### src/rtl/gpu_cmd_packet_writer.sv
// GP0 command packet source: latches one primitive description on i_start and
// streams its 32-bit GP0 words over a valid/ready interface.
module gpu_cmd_packet_writer (
  input  logic        i_clk,
  input  logic        i_nrst,
  input  logic        i_start,
  input  logic [7:0]  i_command,
  input  logic [43:0] i_vtxX,
  input  logic [43:0] i_vtxY,
  input  logic [95:0] i_vtxRGB,
  input  logic [63:0] i_vtxUV,
  input  logic [15:0] i_clut,
  input  logic [15:0] i_tpage,
  input  logic [9:0]  i_width,
  input  logic [8:0]  i_height,
  output logic        o_validData,
  output logic [31:0] o_data,
  input  logic        i_ready,
  output logic        o_busy,
  output logic        o_done,
  output logic        o_error
);

  typedef enum logic [2:0] {
    ST_IDLE = 3'd0,
    ST_CMD  = 3'd1,
    ST_COL  = 3'd2,
    ST_XY   = 3'd3,
    ST_UV   = 3'd4,
    ST_SIZE = 3'd5,
    ST_DONE = 3'd6
  } state_e;

  state_e      state_q, state_d;
  logic [1:0]  vcnt_q, vcnt_d;
  logic [7:0]  cmd_q, cmd_d;
  logic [43:0] x_q, x_d, y_q, y_d;
  logic [95:0] rgb_q, rgb_d;
  logic [63:0] uv_q, uv_d;
  logic [15:0] clut_q, clut_d, tpage_q, tpage_d;
  logic [9:0]  w_q, w_d;
  logic [8:0]  h_q, h_d;
  logic        valid_q, valid_d;
  logic [31:0] data_q, data_d;
  logic        busy_q, busy_d;
  logic        done_q, done_d;
  logic        error_q, error_d;

  logic        accept, xfer, vertex_end;
  logic        is_poly, is_rect, is_fill, supported;
  logic        gouraud, quad, tex;
  logic [1:0]  rsize, last_v;
  logic [10:0] x_sel, y_sel;
  logic [23:0] rgb_sel;
  logic [15:0] uv_sel;

  assign accept = i_start & (state_q == ST_IDLE);
  assign xfer   = valid_q & i_ready;

  // Fields are only replaced on an accepted start, so they stay frozen mid-packet.
  always_comb begin
    if (accept) begin
      cmd_d = i_command;  x_d = i_vtxX;  y_d = i_vtxY;  rgb_d = i_vtxRGB;
      uv_d = i_vtxUV;  clut_d = i_clut;  tpage_d = i_tpage;
      w_d = i_width;  h_d = i_height;
    end else begin
      cmd_d = cmd_q;  x_d = x_q;  y_d = y_q;  rgb_d = rgb_q;
      uv_d = uv_q;  clut_d = clut_q;  tpage_d = tpage_q;
      w_d = w_q;  h_d = h_q;
    end
  end

  assign is_poly   = (cmd_d[7:5] == 3'b001);
  assign is_rect   = (cmd_d[7:5] == 3'b011);
  assign is_fill   = (cmd_d == 8'h02);
  assign supported = is_poly | is_rect | is_fill;
  assign gouraud   = cmd_d[4];
  assign quad      = cmd_d[3];
  assign tex       = cmd_d[2];
  assign rsize     = cmd_d[4:3];
  assign last_v    = quad ? 2'd3 : 2'd2;

  // Next-state: walk the word sequence, advancing only on a transfer.
  always_comb begin
    state_d    = state_q;
    vcnt_d     = vcnt_q;
    vertex_end = 1'b0;
    error_d    = 1'b0;
    case (state_q)
      ST_IDLE: begin
        if (accept) begin
          vcnt_d = 2'd0;
          if (supported) begin
            state_d = ST_CMD;
          end else begin
            state_d = ST_IDLE;
            error_d = 1'b1;
          end
        end else begin
          state_d = ST_IDLE;
        end
      end
      ST_CMD:  state_d = xfer ? ST_XY : ST_CMD;
      ST_COL:  state_d = xfer ? ST_XY : ST_COL;
      ST_XY: begin
        if (xfer) begin
          if (tex & ~is_fill) begin
            state_d = ST_UV;
          end else begin
            vertex_end = 1'b1;
          end
        end else begin
          state_d = ST_XY;
        end
      end
      ST_UV: begin
        if (xfer) begin
          vertex_end = 1'b1;
        end else begin
          state_d = ST_UV;
        end
      end
      ST_SIZE: state_d = xfer ? ST_DONE : ST_SIZE;
      ST_DONE: state_d = ST_IDLE;
      default: state_d = ST_IDLE;
    endcase

    if (vertex_end) begin
      if (is_poly) begin
        if (vcnt_q == last_v) begin
          state_d = ST_DONE;
        end else begin
          vcnt_d  = vcnt_q + 2'd1;
          state_d = gouraud ? ST_COL : ST_XY;
        end
      end else if (is_rect) begin
        state_d = (rsize == 2'd0) ? ST_SIZE : ST_DONE;
      end else if (is_fill) begin
        state_d = ST_SIZE;
      end else begin
        state_d = ST_DONE;
      end
    end else begin
      vcnt_d = vcnt_d;
    end
  end

  // Output word for the state being entered, so o_data is a plain register.
  always_comb begin
    x_sel   = x_d[int'(vcnt_d) * 11 +: 11];
    y_sel   = y_d[int'(vcnt_d) * 11 +: 11];
    rgb_sel = rgb_d[int'(vcnt_d) * 24 +: 24];
    uv_sel  = uv_d[int'(vcnt_d) * 16 +: 16];
    data_d  = 32'h0000_0000;
    case (state_d)
      ST_CMD:  data_d = {cmd_d, rgb_d[23:0]};
      ST_COL:  data_d = {8'h00, rgb_sel};
      ST_XY:   data_d = {5'd0, y_sel, 5'd0, x_sel};
      ST_UV: begin
        case (vcnt_d)
          2'd0:    data_d = {clut_d, uv_sel};
          2'd1:    data_d = {tpage_d, uv_sel};
          default: data_d = {16'h0000, uv_sel};
        endcase
      end
      ST_SIZE: data_d = {7'd0, h_d, 6'd0, w_d};
      default: data_d = 32'h0000_0000;
    endcase
    valid_d = (state_d == ST_CMD) | (state_d == ST_COL) | (state_d == ST_XY) |
              (state_d == ST_UV) | (state_d == ST_SIZE);
    busy_d  = (state_d != ST_IDLE);
    done_d  = (state_d == ST_DONE);
  end

  // State, latched fields and registered outputs.
  always_ff @(posedge i_clk or negedge i_nrst) begin
    if (!i_nrst) begin
      state_q <= ST_IDLE;  vcnt_q <= 2'd0;
      cmd_q <= 8'h00;  x_q <= 44'h0;  y_q <= 44'h0;  rgb_q <= 96'h0;
      uv_q <= 64'h0;  clut_q <= 16'h0;  tpage_q <= 16'h0;
      w_q <= 10'h0;  h_q <= 9'h0;
      valid_q <= 1'b0;  data_q <= 32'h0;  busy_q <= 1'b0;
      done_q <= 1'b0;  error_q <= 1'b0;
    end else begin
      state_q <= state_d;  vcnt_q <= vcnt_d;
      cmd_q <= cmd_d;  x_q <= x_d;  y_q <= y_d;  rgb_q <= rgb_d;
      uv_q <= uv_d;  clut_q <= clut_d;  tpage_q <= tpage_d;
      w_q <= w_d;  h_q <= h_d;
      valid_q <= valid_d;  data_q <= data_d;  busy_q <= busy_d;
      done_q <= done_d;  error_q <= error_d;
    end
  end

  assign o_validData = valid_q;
  assign o_data      = data_q;
  assign o_busy      = busy_q;
  assign o_done      = done_q;
  assign o_error     = error_q;

endmodule

### config.mk
export PLATFORM = sky130hd
export DESIGN_NAME = gpu_cmd_packet_writer
export DESIGN_NICKNAME = d
export VERILOG_FILES = /design/src/rtl/gpu_cmd_packet_writer.sv
export SDC_FILE = /design/constraint.sdc
export NUM_CORES = 1
export LEC_CHECK = 0
export BUFFER_PORTS_ARGS = -buffer_cell sky130_fd_sc_hd__buf_2
export CELL_PAD_IN_SITES_DETAIL_PLACEMENT = 0
export CELL_PAD_IN_SITES_GLOBAL_PLACEMENT = 2
export CORE_MARGIN = 10
export CORE_UTILIZATION = 30
export CTS_CLUSTER_DIAMETER = 30
export CTS_CLUSTER_SIZE = 14
export DETAILED_ROUTE_END_ITERATION = 10
export GPL_TIMING_DRIVEN = 0
export PLACE_DENSITY = 0.78
export SYNTH_ARGS = -nofsm -noshare
export SYNTH_HDL_FRONTEND = slang
export SYNTH_SLANG_ARGS = --single-unit
export TNS_END_PERCENT = 1
### constraint.sdc
create_clock -name i_clk -period 3.49 [get_ports i_clk]
set_input_delay 0.349 -clock i_clk [delete_from_list [all_inputs] [get_ports i_clk]]
set_output_delay 0.349 -clock i_clk [all_outputs]
set_load 0.01 [all_outputs]
==> flow_metrics.env <==
export IMPL_status="finished clean"
export IMPL_antenna_found_initial=6
export IMPL_setup_violations=0
export IMPL_syn_avg_cell_area_um2=8.52
export IMPL_initial_core_util=0.302
export IMPL_final_layout_size_suffix_gt1_frac=0.256
export IMPL_nets=2905
export IMPL_drt_total_wl_mm=76.4
export IMPL_grt_max_degree=116
export IMPL_top_layer_used="met5"
export IMPL_synth_cell_type_count=57
export IMPL_wl_met1_mm=33.9
export IMPL_drt_pass1_iterations=5
export IMPL_reg2reg_setup_slack_ns=0.08
export IMPL_grt_pass1_vias=17600
export IMPL_pin_count=347
export IMPL_h_tree_depth=3
export IMPL_ant_nets=0
export IMPL_whs_path_depth=3
export IMPL_cts_buffer_depth=3
export IMPL_core_area_um2=53600
export IMPL_hpwlAfterDp_mm=55.2
export IMPL_hold_viol=0
export IMPL_cts_root_buffer="clkbuf_16"
export IMPL_synth_ff_type="dfrtp_1"
export IMPL_worst_skew_pair_late_latency_ns=0.62
export IMPL_final_common_cell="nand2_1"
export IMPL_wl_met2_mm=35.6
export IMPL_path_buf_inv=7
export IMPL_via_count=16500
export IMPL_r2r_end="o_data[17]"
export IMPL_rr_startpoint="state_q[1]"
export IMPL_p_per_area_nw_per_um2=949
export IMPL_synthArstFlopShare=1.00
export IMPL_io_buffer_count=346
export IMPL_yosysSeqAreaShare=0.537
export IMPL_finalPower_mw=23.9
export IMPL_gp_congestion=0.883
export IMPL_ir_drop_mv=0.418
export IMPL_ys_ff_latch=348
export IMPL_grt_pass1_wl_mm=111
export IMPL_post_drt_wl_per_cell_um=22.7
export IMPL_dieArea_um2=63700
export IMPL_die_w_um=252
export IMPL_holdPathEnd="rgb_q[53]"
export IMPL_slew_violations=0
export IMPL_worstPathMaxFanout=10
export IMPL_p_leak_nw=12.9
export IMPL_final_cell_area_um2=25100
export IMPL_crit_type="register to register"
export IMPL_via_per_inst=4.89
export IMPL_drc=0
export IMPL_synth_edf_count=0
export IMPL_syn_to_final_growth_pct=55.1
export IMPL_place_inst=2947
export IMPL_fin_crit_ns=3.41
export IMPL_critPathCaptureType="register"
export IMPL_placed_area_um2=18900
export IMPL_fmax_ghz=0.294
export IMPL_worstRegToRegCells=14
export IMPL_die_y_um=252
export IMPL_syn_num_nets=2213
export IMPL_critPathTopFamily="simple AND/OR/NAND/NOR gates"
export IMPL_hold_class="input pin to register"
export IMPL_clock_sinks=348
export IMPL_cpPeakStageDelay_ns=0.60
export IMPL_layout_common_cells="nand2_1, buf_2, dfrtp_1"
export IMPL_fin_crit_sh=0.976
export IMPL_synth_warning_count=0
export IMPL_required_ns=3.96
export IMPL_syn_cell_area_um2=16200
export IMPL_skew_ns=0.0255
export IMPL_synthCells=1902
export IMPL_rsz0062_at_grt="yes"
export IMPL_wl_met3_mm=4.41
export IMPL_fin_cells=3364
export IMPL_cts_tree="built"
export IMPL_crit_top_cell="buf_6"
export IMPL_slew_headroom=0.345
export IMPL_startpoint_type="register"
export IMPL_worstPathArrival_ns=3.88
export IMPL_num_rows=85
export IMPL_drv_cap=0
export IMPL_path_cells="buf_6, nor4b_4, buf_6, mux2i_4, nor4b_4, buf_4, nor2_4, buf_12, inv_2, buf_8, buf_6, nor3_1, or4_1, o311ai_1"
export IMPL_hold_start="i_vtxRGB[53]"
export IMPL_path_clk_slew_ns=0.04
export IMPL_overflow=0
export IMPL_cp_slowest_cell="or4_1"
export IMPL_cts_buffers=94
export IMPL_grt_usage=0.235
export IMPL_worst_slew_pin_slew_ns=0.983
export IMPL_drtIter0Drc=1255
## cells in the mapped netlist, types with 12 or more instances
library cell	instances	area, um^2
nand2_1	917	3440
a21oi_1	66	330
o211ai_1	14	105
buf_1	34	128
inv_1	16	60.1
clkbuf_1	58	218
nor4_1	12	75.1
o21a_1	15	113
buf_2	37	185
nor2_1	24	90.1
mux2i_1	57	571
o21ai_0	20	100
mux2_2	24	270
nor3_1	93	465
or4_1	13	97.6
nand3_1	15	75.1
dfrtp_1	348	8710
## worst max path at each step
stage                            start         end  slack [ns]  cells past startpoint
after floorplan             state_q[2]   o_data[5]        0.77                     11
after global routing        state_q[1]   o_data[0]       -0.08                     11
after CTS                   state_q[2]   o_data[0]       -0.05                     11
after global placement          i_nrst      o_done       -5.05                      1
after detailed placement  i_command[2]  o_data[17]       -1.06                      9
final                       state_q[1]  o_data[17]        0.08                     14
## area by class of cell
class | count | area, um^2
repair buffers | 600 | 4320
plain buffers | 134 | 787
flip-flops and latches | 348 | 8710
fillers | 5214 | 28500
diodes | 1 | 2.50
clock buffers | 132 | 2750
multi-input cells | 1398 | 7080
inverters | 18 | 67.6
well taps | 696 | 871
clock inverters | 37 | 536
## registers in the layout (all words and copies together) (netlist names)
register,cells
rgb_q,96
uv_q,64
x_q,44
y_q,44
o_data,32
clut_q,16
tpage_q,16
w_q,10
h_q,9
cmd_q,8
state_q,3
vcnt_q,2
o_busy,1
o_done,1
o_error,1
o_validData,1
## power by group
group	switching [mW]	total (mW)	internal (mW)
Combinational	5.63	8.51	2.88
Clock	2.54	8.89	6.35
Sequential	0.549	6.45	5.90
Total	8.72	23.9	15.1
## metal layers
| metal | vias up | GRT usage |
|---|---|---|
| met4 | 4 | 0.0890 |
| met5 | - | 0 |
| met2 | 544 | 0.381 |
| li1 | 7705 | - |
| met3 | 135 | 0.0486 |
| met1 | 8072 | 0.304 |
## logic make-up (layout without fill, tap and decap cells)
group | count (synthesis) | count (layout) | share of synthesized area
AND/OR/NAND/NOR | 1114 | 1114 | 0.282
flip-flops | 348 | 348 | 0.537
AO/OA/AOI/OAI | 203 | 203 | 0.0871
buffers and inverters | 156 | 921 | 0.0420
multiplexers | 81 | 81 | 0.0519
other | 0 | 1 | 0
## through the flow
| step | hold WS (ns) | setup WS [ns] | util | setup TNS, ns |
|---|---|---|---|---|
| detailed placement | 0.251 | -1.06 | 0.353 | -22.65 |
| floorplan | 0.0534 | 0.765 | - | 0 |
| finish | 0.0112 | 0.0828 | 0.469 | 0 |
| CTS | 0.000816 | -0.0544 | 0.464 | -0.140 |
| global route | 0.0108 | -0.0750 | 0.469 | -0.390 |
| global placement | 0.450 | -5.05 | 0.351 | -1765.54 |
## worst min-delay path: cells and delay by family
kind,cells,cell delay (ns)
and+or+nand+nor,2,0.12
buffers and inverters,1,0.10
## repair_timing
action,CTS,global route
hold endpoints to repair,275,0
pin swaps,7,8
gates resized for setup,76,104
hold buffers,242,0
setup endpoints to repair,43,32
cloned,0,1
setup buffers,4,4
No activity file was read; power rests on OpenSTA's default activity.
